===== config.mk =====
export PLATFORM = sky130hd
export DESIGN_NAME = tx_arbiter
export DESIGN_NICKNAME = d
export VERILOG_FILES = /design/src/rtl/tx_arbiter.sv
export SDC_FILE = /design/constraint.sdc
export NUM_CORES = 1
export LEC_CHECK = 0
export BUFFER_PORTS_ARGS = -buffer_cell sky130_fd_sc_hd__clkbuf_2
export CORE_AREA = 5 5 170 172
export DETAILED_ROUTE_END_ITERATION = 12
export DIE_AREA = 0 0 175 177
export GPL_TIMING_DRIVEN = 0
export PLACE_DENSITY = 0.6
export SLEW_MARGIN = 30
export SYNTH_ARGS = -nofsm -noshare
export SYNTH_HDL_FRONTEND = slang
export SYNTH_SLANG_ARGS = --single-unit

===== constraint.sdc =====
create_clock -name clk -period 3.4 [get_ports clk]
set_input_delay 0.34 -clock clk [delete_from_list [all_inputs] [get_ports clk]]
set_output_delay 0.34 -clock clk [all_outputs]
set_load 0.02 [all_outputs]

===== src/rtl/tx_arbiter.sv =====
// tx_arbiter
//   Round-robin arbiter between two packet sources (A: command responses,
//   B: async events) feeding a single transmitter. It validates the length of
//   the granted packet and either writes it to the transmitter or rejects it.
//   After each write it spaces the next write until the transmitter is idle.
//
// Ports
//   clk             sole clock, rising edge
//   rst             asynchronous active-low reset
//   a_req / b_req   packet request, held by the requester until ack or err
//   a_len / b_len   payload length in bytes
//   a_buf / b_buf   payload, byte k in bits [8k+7:8k]
//   a_ack / b_ack   one-cycle pulse: packet accepted and written
//   a_err / b_err   one-cycle pulse: packet rejected (bad length)
//   tx_busy         transmitter is serialising a packet
//   tx_packet_wr    one-cycle write strobe to the transmitter
//   tx_payload_len  registered length of the last written packet
//   tx_buf          registered payload of the last written packet, bytes >= len zeroed
//   tx_count        packets written since reset (wraps)
//   drop_count      packets rejected since reset (wraps)
//
// state | meaning
// ------+-----------------------------------------------------------------
// IDLE  | arbitrate when tx_busy=0; write or reject the granted packet
// GAP   | one cycle after a write, tx_busy ignored
// WAIT  | hold off until the transmitter reports idle
module tx_arbiter #(
  parameter int MAX_LEN = 16
) (
  input  logic         clk,
  input  logic         rst,
  input  logic         a_req,
  input  logic         b_req,
  input  logic [7:0]   a_len,
  input  logic [7:0]   b_len,
  input  logic [127:0] a_buf,
  input  logic [127:0] b_buf,
  output logic         a_ack,
  output logic         b_ack,
  output logic         a_err,
  output logic         b_err,
  input  logic         tx_busy,
  output logic         tx_packet_wr,
  output logic [7:0]   tx_payload_len,
  output logic [127:0] tx_buf,
  output logic [15:0]  tx_count,
  output logic [7:0]   drop_count
);

  typedef enum logic [1:0] {
    IDLE = 2'd0,
    GAP  = 2'd1,
    WAIT = 2'd2
  } state_t;

  // Wider than the length field so a large MAX_LEN cannot truncate the compare.
  localparam logic [8:0] MAX_LEN_W = 9'(MAX_LEN);

  state_t         state_q, state_d;
  logic           last_grant_q, last_grant_d;  // 1 = B granted last
  logic           tx_packet_wr_q, tx_packet_wr_d;
  logic           a_ack_q, a_ack_d;
  logic           b_ack_q, b_ack_d;
  logic           a_err_q, a_err_d;
  logic           b_err_q, b_err_d;
  logic [7:0]     tx_payload_len_q, tx_payload_len_d;
  logic [127:0]   tx_buf_q, tx_buf_d;
  logic [15:0]    tx_count_q, tx_count_d;
  logic [7:0]     drop_count_q, drop_count_d;

  logic           grant_b;
  logic [7:0]     sel_len;
  logic [127:0]   sel_buf;
  logic [127:0]   masked_buf;
  logic           len_ok;
  logic           can_arb;

  // Grant selection and payload shaping for whichever requester would win now.
  always_comb begin
    grant_b    = b_req && (!a_req || !last_grant_q);
    sel_len    = grant_b ? b_len : a_len;
    sel_buf    = grant_b ? b_buf : a_buf;
    len_ok     = (sel_len != 8'd0) && ({1'b0, sel_len} <= MAX_LEN_W);
    masked_buf = '0;
    for (int k = 0; k < 16; k++) begin
      if (k < int'(sel_len)) begin
        masked_buf[8*k +: 8] = sel_buf[8*k +: 8];
      end
    end
  end

  // A rejected requester still shows its request during the err cycle, so
  // arbitration skips that cycle to avoid rejecting the same packet twice.
  assign can_arb = !tx_busy && !a_err_q && !b_err_q && (a_req || b_req);

  always_comb begin
    state_d          = state_q;
    last_grant_d     = last_grant_q;
    tx_packet_wr_d   = 1'b0;
    a_ack_d          = 1'b0;
    b_ack_d          = 1'b0;
    a_err_d          = 1'b0;
    b_err_d          = 1'b0;
    tx_payload_len_d = tx_payload_len_q;
    tx_buf_d         = tx_buf_q;
    tx_count_d       = tx_count_q;
    drop_count_d     = drop_count_q;

    case (state_q)
      IDLE: begin
        if (can_arb) begin
          last_grant_d = grant_b;
          if (len_ok) begin
            tx_packet_wr_d   = 1'b1;
            a_ack_d          = !grant_b;
            b_ack_d          = grant_b;
            tx_payload_len_d = sel_len;
            tx_buf_d         = masked_buf;
            tx_count_d       = tx_count_q + 16'd1;
            state_d          = GAP;
          end else begin
            a_err_d      = !grant_b;
            b_err_d      = grant_b;
            drop_count_d = drop_count_q + 8'd1;
          end
        end
      end
      GAP: begin
        state_d = WAIT;
      end
      WAIT: begin
        if (!tx_busy) begin
          state_d = IDLE;
        end
      end
      default: begin
        state_d = IDLE;
      end
    endcase
  end

  always_ff @(posedge clk or negedge rst) begin
    if (!rst) begin
      state_q          <= IDLE;
      last_grant_q     <= 1'b1;
      tx_packet_wr_q   <= 1'b0;
      a_ack_q          <= 1'b0;
      b_ack_q          <= 1'b0;
      a_err_q          <= 1'b0;
      b_err_q          <= 1'b0;
      tx_payload_len_q <= 8'd0;
      tx_buf_q         <= '0;
      tx_count_q       <= 16'd0;
      drop_count_q     <= 8'd0;
    end else begin
      state_q          <= state_d;
      last_grant_q     <= last_grant_d;
      tx_packet_wr_q   <= tx_packet_wr_d;
      a_ack_q          <= a_ack_d;
      b_ack_q          <= b_ack_d;
      a_err_q          <= a_err_d;
      b_err_q          <= b_err_d;
      tx_payload_len_q <= tx_payload_len_d;
      tx_buf_q         <= tx_buf_d;
      tx_count_q       <= tx_count_d;
      drop_count_q     <= drop_count_d;
    end
  end

  assign tx_packet_wr   = tx_packet_wr_q;
  assign a_ack          = a_ack_q;
  assign b_ack          = b_ack_q;
  assign a_err          = a_err_q;
  assign b_err          = b_err_q;
  assign tx_payload_len = tx_payload_len_q;
  assign tx_buf         = tx_buf_q;
  assign tx_count       = tx_count_q;
  assign drop_count     = drop_count_q;

endmodule


==> impl_metrics.yaml <==
power_and_ir_drop:
  leakage_nw: 6.20
  combPwrFrac_pct: 36.1
  power.density_nw_per_um2: 654
  power_switching_share_pct: 38.9
  p_total_mw: 7.73
  pwr-share-seq_pct: 38.0
  p_sw_mw: 3.01
  clkPwrFrac_pct: 25.9
  peakVddDrop_uv: 296
  power.internal_mw: 4.72
sta:
  fin_crit_sh_pct: 79.6
  hold_violations: 0
  tightest_slew_ns: 0.977
  min_period_ns: 2.71
  maxSlewViolCount: 0
  fin_skew_ns: 0.0149
  rsz0062_at_grt: "no"
  timing.hold.ws_ns: 0.167
  max-slew-margin-rel_pct: 34.9
  setup_violations: 0
  clock.fmax_mhz: 370
  setup_ws_ns: 0.694
setup_path:
  worst-path-max-fanout: 10
  critPathBufInv: 3
  path_class: "register to register"
  r2r_cells: 8
  rrSetupSlack_ns: 0.69
  critPathRequiredTime_ns: 3.72
  startpoint_type: "register"
  r2r-end: "tx_buf[84]"
  crit_chain: "a21bo_2 > buf_2 > nor2_2 > a22oi_2 > buf_2 > clkbuf_1 > o21ai_0 > o31ai_1"
  cp_slowest_cell: "dfstp_2"
  path_delay_family: "buffers and inverters"
  reg2reg_from: "last_grant_q"
  cpPeakStageDelay_ns: 0.54
  cpMostUsedCell: "buf_2"
  cp.arrival_ns: 3.03
  crit_path_end_kind: "register"
clock_network:
  cts_resized: 0
  ctsHoldBuffers: 1
  clock_latency_ns: 0.42
  postCtsSetupBuffers: 0
  clock-sinks: 168
  cts_buffers: 17
  htreeDepth: 4
  clockBufferDepth: 2
  cts.clk_slew.worst_paths_ns: 0.07
  cts_root_buffer: "clkbuf_16"
  cts_tree: "yes"
layout:
  stdcell_count: 1615
  area_growth_pct: 39.1
  layout.nets: 1534
  multiInputGateArea_um2: 3920
  final_cell_mix: "438 x clkbuf_2, 167 x dfrtp_1, 141 x o21ai_0"
  design_area_um2: 11800
  final_layout_size_suffix_gt1_share_pct: 40.3
  layout_commonest_cell: "clkbuf_2"
  nFillCells: 2723
  seqCellArea_um2: 4210
grt:
  grt_usage_pct: 20.5
  grt_overflow: 0
  grt_max_degree: 78
  first_global_vias: 8580
  grt_pass1_wl_um: 49400
  antenna_found_initial: 2
placed_design:
  hpwlAfterDp_um: 25800
  placedInstanceArea_um2: 11200
  port_buffers: 439
  routabilityCongestion: 0.820
  pre_cts_slack_ns: 0.583
  dp_cells: 1580
synth:
  synth_edf_count: 0
  avgSynthCellArea_um2: 10.7
  synth_cells: 793
  yosys.cell_types.count: 50
  async_reset_ff_share_pct: 100
  ys_top_cells_by_area: "dfrtp_1 49%, mux2i_1 16%, o31ai_1 11%"
  yosys.area_share.simple_pct: 5.66
  synth_xor_area_share_pct: 2.47
  synthMuxAreaShare_pct: 16.2
  synth_top_family_by_area: "compound AO/OA/AOI/OAI gates"
  synthAdderAreaFrac_pct: 0.295
  yosysTopAreaCellShare_pct: 49.2
  synth_compound_area_share_pct: 21.6
  synth_flop_cell: "dfrtp_1"
  syn_nets: 1072
  synthesis.area_um2: 8490
  yosysTopAreaCell: "dfrtp_1"
  synth_seq_cells: 168
  yosys_warnings: 0
  yosysSeqAreaShare_pct: 49.5
min_path:
  holdPathStages: 3
  holdPathEnd: "state_q[1]"
  hold_class: "input pin to register"
  min_from: "tx_busy"
flow_run:
  max-cap-violations: 0
routing:
  drt_iter0_drc: 433
  totalWireLength_um: 32500
  route.detailed.drc: 0
  ant_nets: 0
  first_pass_iters: 4
  via_count: 8194
  vias_per_cell: 5.07
  wl_per_cell_um: 20.1
floorplanning:
  initial_core_util_pct: 31.1
  die_width_um: 175
  dieArea_um2: 31000
  die_y_um: 177
  placement_rows: 61
  core_region_area_um2: 27300
  pin_count: 442
run_status:
  status: "completed"
## stage by stage
stage,utilization [%],TNS (ns)
5_1_grt,43.2,0
4_1_cts,43.2,0
2_1_floorplan,-,0
3_3_place_gp,40.7,-190.98
3_5_place_dp,40.9,0
6_report,43.2,0
## cells in the mapped netlist (2+ instances only)
cell type / instances
dfrtp_1: 167
o21ai_0: 141
mux2i_1: 133
o31ai_1: 120
clkbuf_1: 47
buf_2: 24
nand2_1: 16
nor3_1: 14
nand3_1: 13
xor2_1: 13
xnor2_1: 11
buf_1: 8
nor2_1: 8
and3_1: 7
nand4_1: 6
o21ai_1: 6
and2_1: 5
nor4_1: 5
a21oi_1: 4
or3_1: 4
inv_1: 3
o311a_1: 3
a22o_1: 2
buf_6: 2
ha_1: 2
mux2_1: 2
mux2_2: 2
nor4_2: 2
o211ai_1: 2
## routing by layer
metal	GRT usage [%]	wire length [um]	share of wire, %	vias up
li1	-	-	-	3907
met1	24.8	13100	40	3927
met2	36.5	16600	51	329
met3	5.32	2210	6.8	29
met4	4.91	575	1.8	2
met5	0	20	0.062	-
## layout make-up
| class | instances | share of cell area (%) |
|---|---|---|
| diodes | 1 | 0.0212 |
| plain buffers | 81 | 2.96 |
| clock buffers | 19 | 3.75 |
| clock inverters | 13 | 1.37 |
| inverters | 4 | 0.127 |
| multi-input cells | 540 | 33.2 |
| flip-flops and latches | 168 | 35.6 |
| well taps | 346 | 3.67 |
| repair buffers | 443 | 19.3 |
## kinds of logic after synthesis
logic type                 count (synthesis)
adders and majority gates                  2
xor gates and xnor gates                  24
AOI/OAI and AO/OA                        290
buffers and inverters                     85
and+or+nand+nor                           87
muxes                                    137
DFF                                      168
## power by group through the flow
stage	sequential [mW]	combinational [mW]	clock (mW)
3_3_place_gp	2.95	2.79	0
6_report	2.93	2.79	2.00
5_1_grt	3.01	3.03	2.15
2_1_floorplan	3.65	0.897	0
3_5_place_dp	2.97	2.83	0
4_1_cts	2.94	2.83	2.06
## state kept, by name (all words and copies together) (netlist names), 2 cells and up
name	cells
drop_count	8
state_q	2
tx_buf	128
tx_count	16
tx_payload_len	8
## worst register-to-register path, stage by stage, from the launching register on
cell	delay [ns]
dfstp_2	0.54
a21bo_2	0.12
buf_2	0.20
nor2_2	0.10
a22oi_2	0.45
buf_2	0.46
clkbuf_1	0.45
o21ai_0	0.19
o31ai_1	0.10
## how the worst max path moves through the flow
stage,from,end,slack (ns),depth (start not counted)
global route,last_grant_q,tx_buf[84],0.48,8
floorplan,a_err,tx_count[10],1.30,7
CTS,last_grant_q,tx_buf[84],0.61,6
finish,last_grant_q,tx_buf[84],0.69,8
detailed placement,b_len[3],tx_buf[78],0.58,8
global placement,rst,tx_buf[49],-1.16,1
No activity file was read; power rests on OpenSTA's default activity.
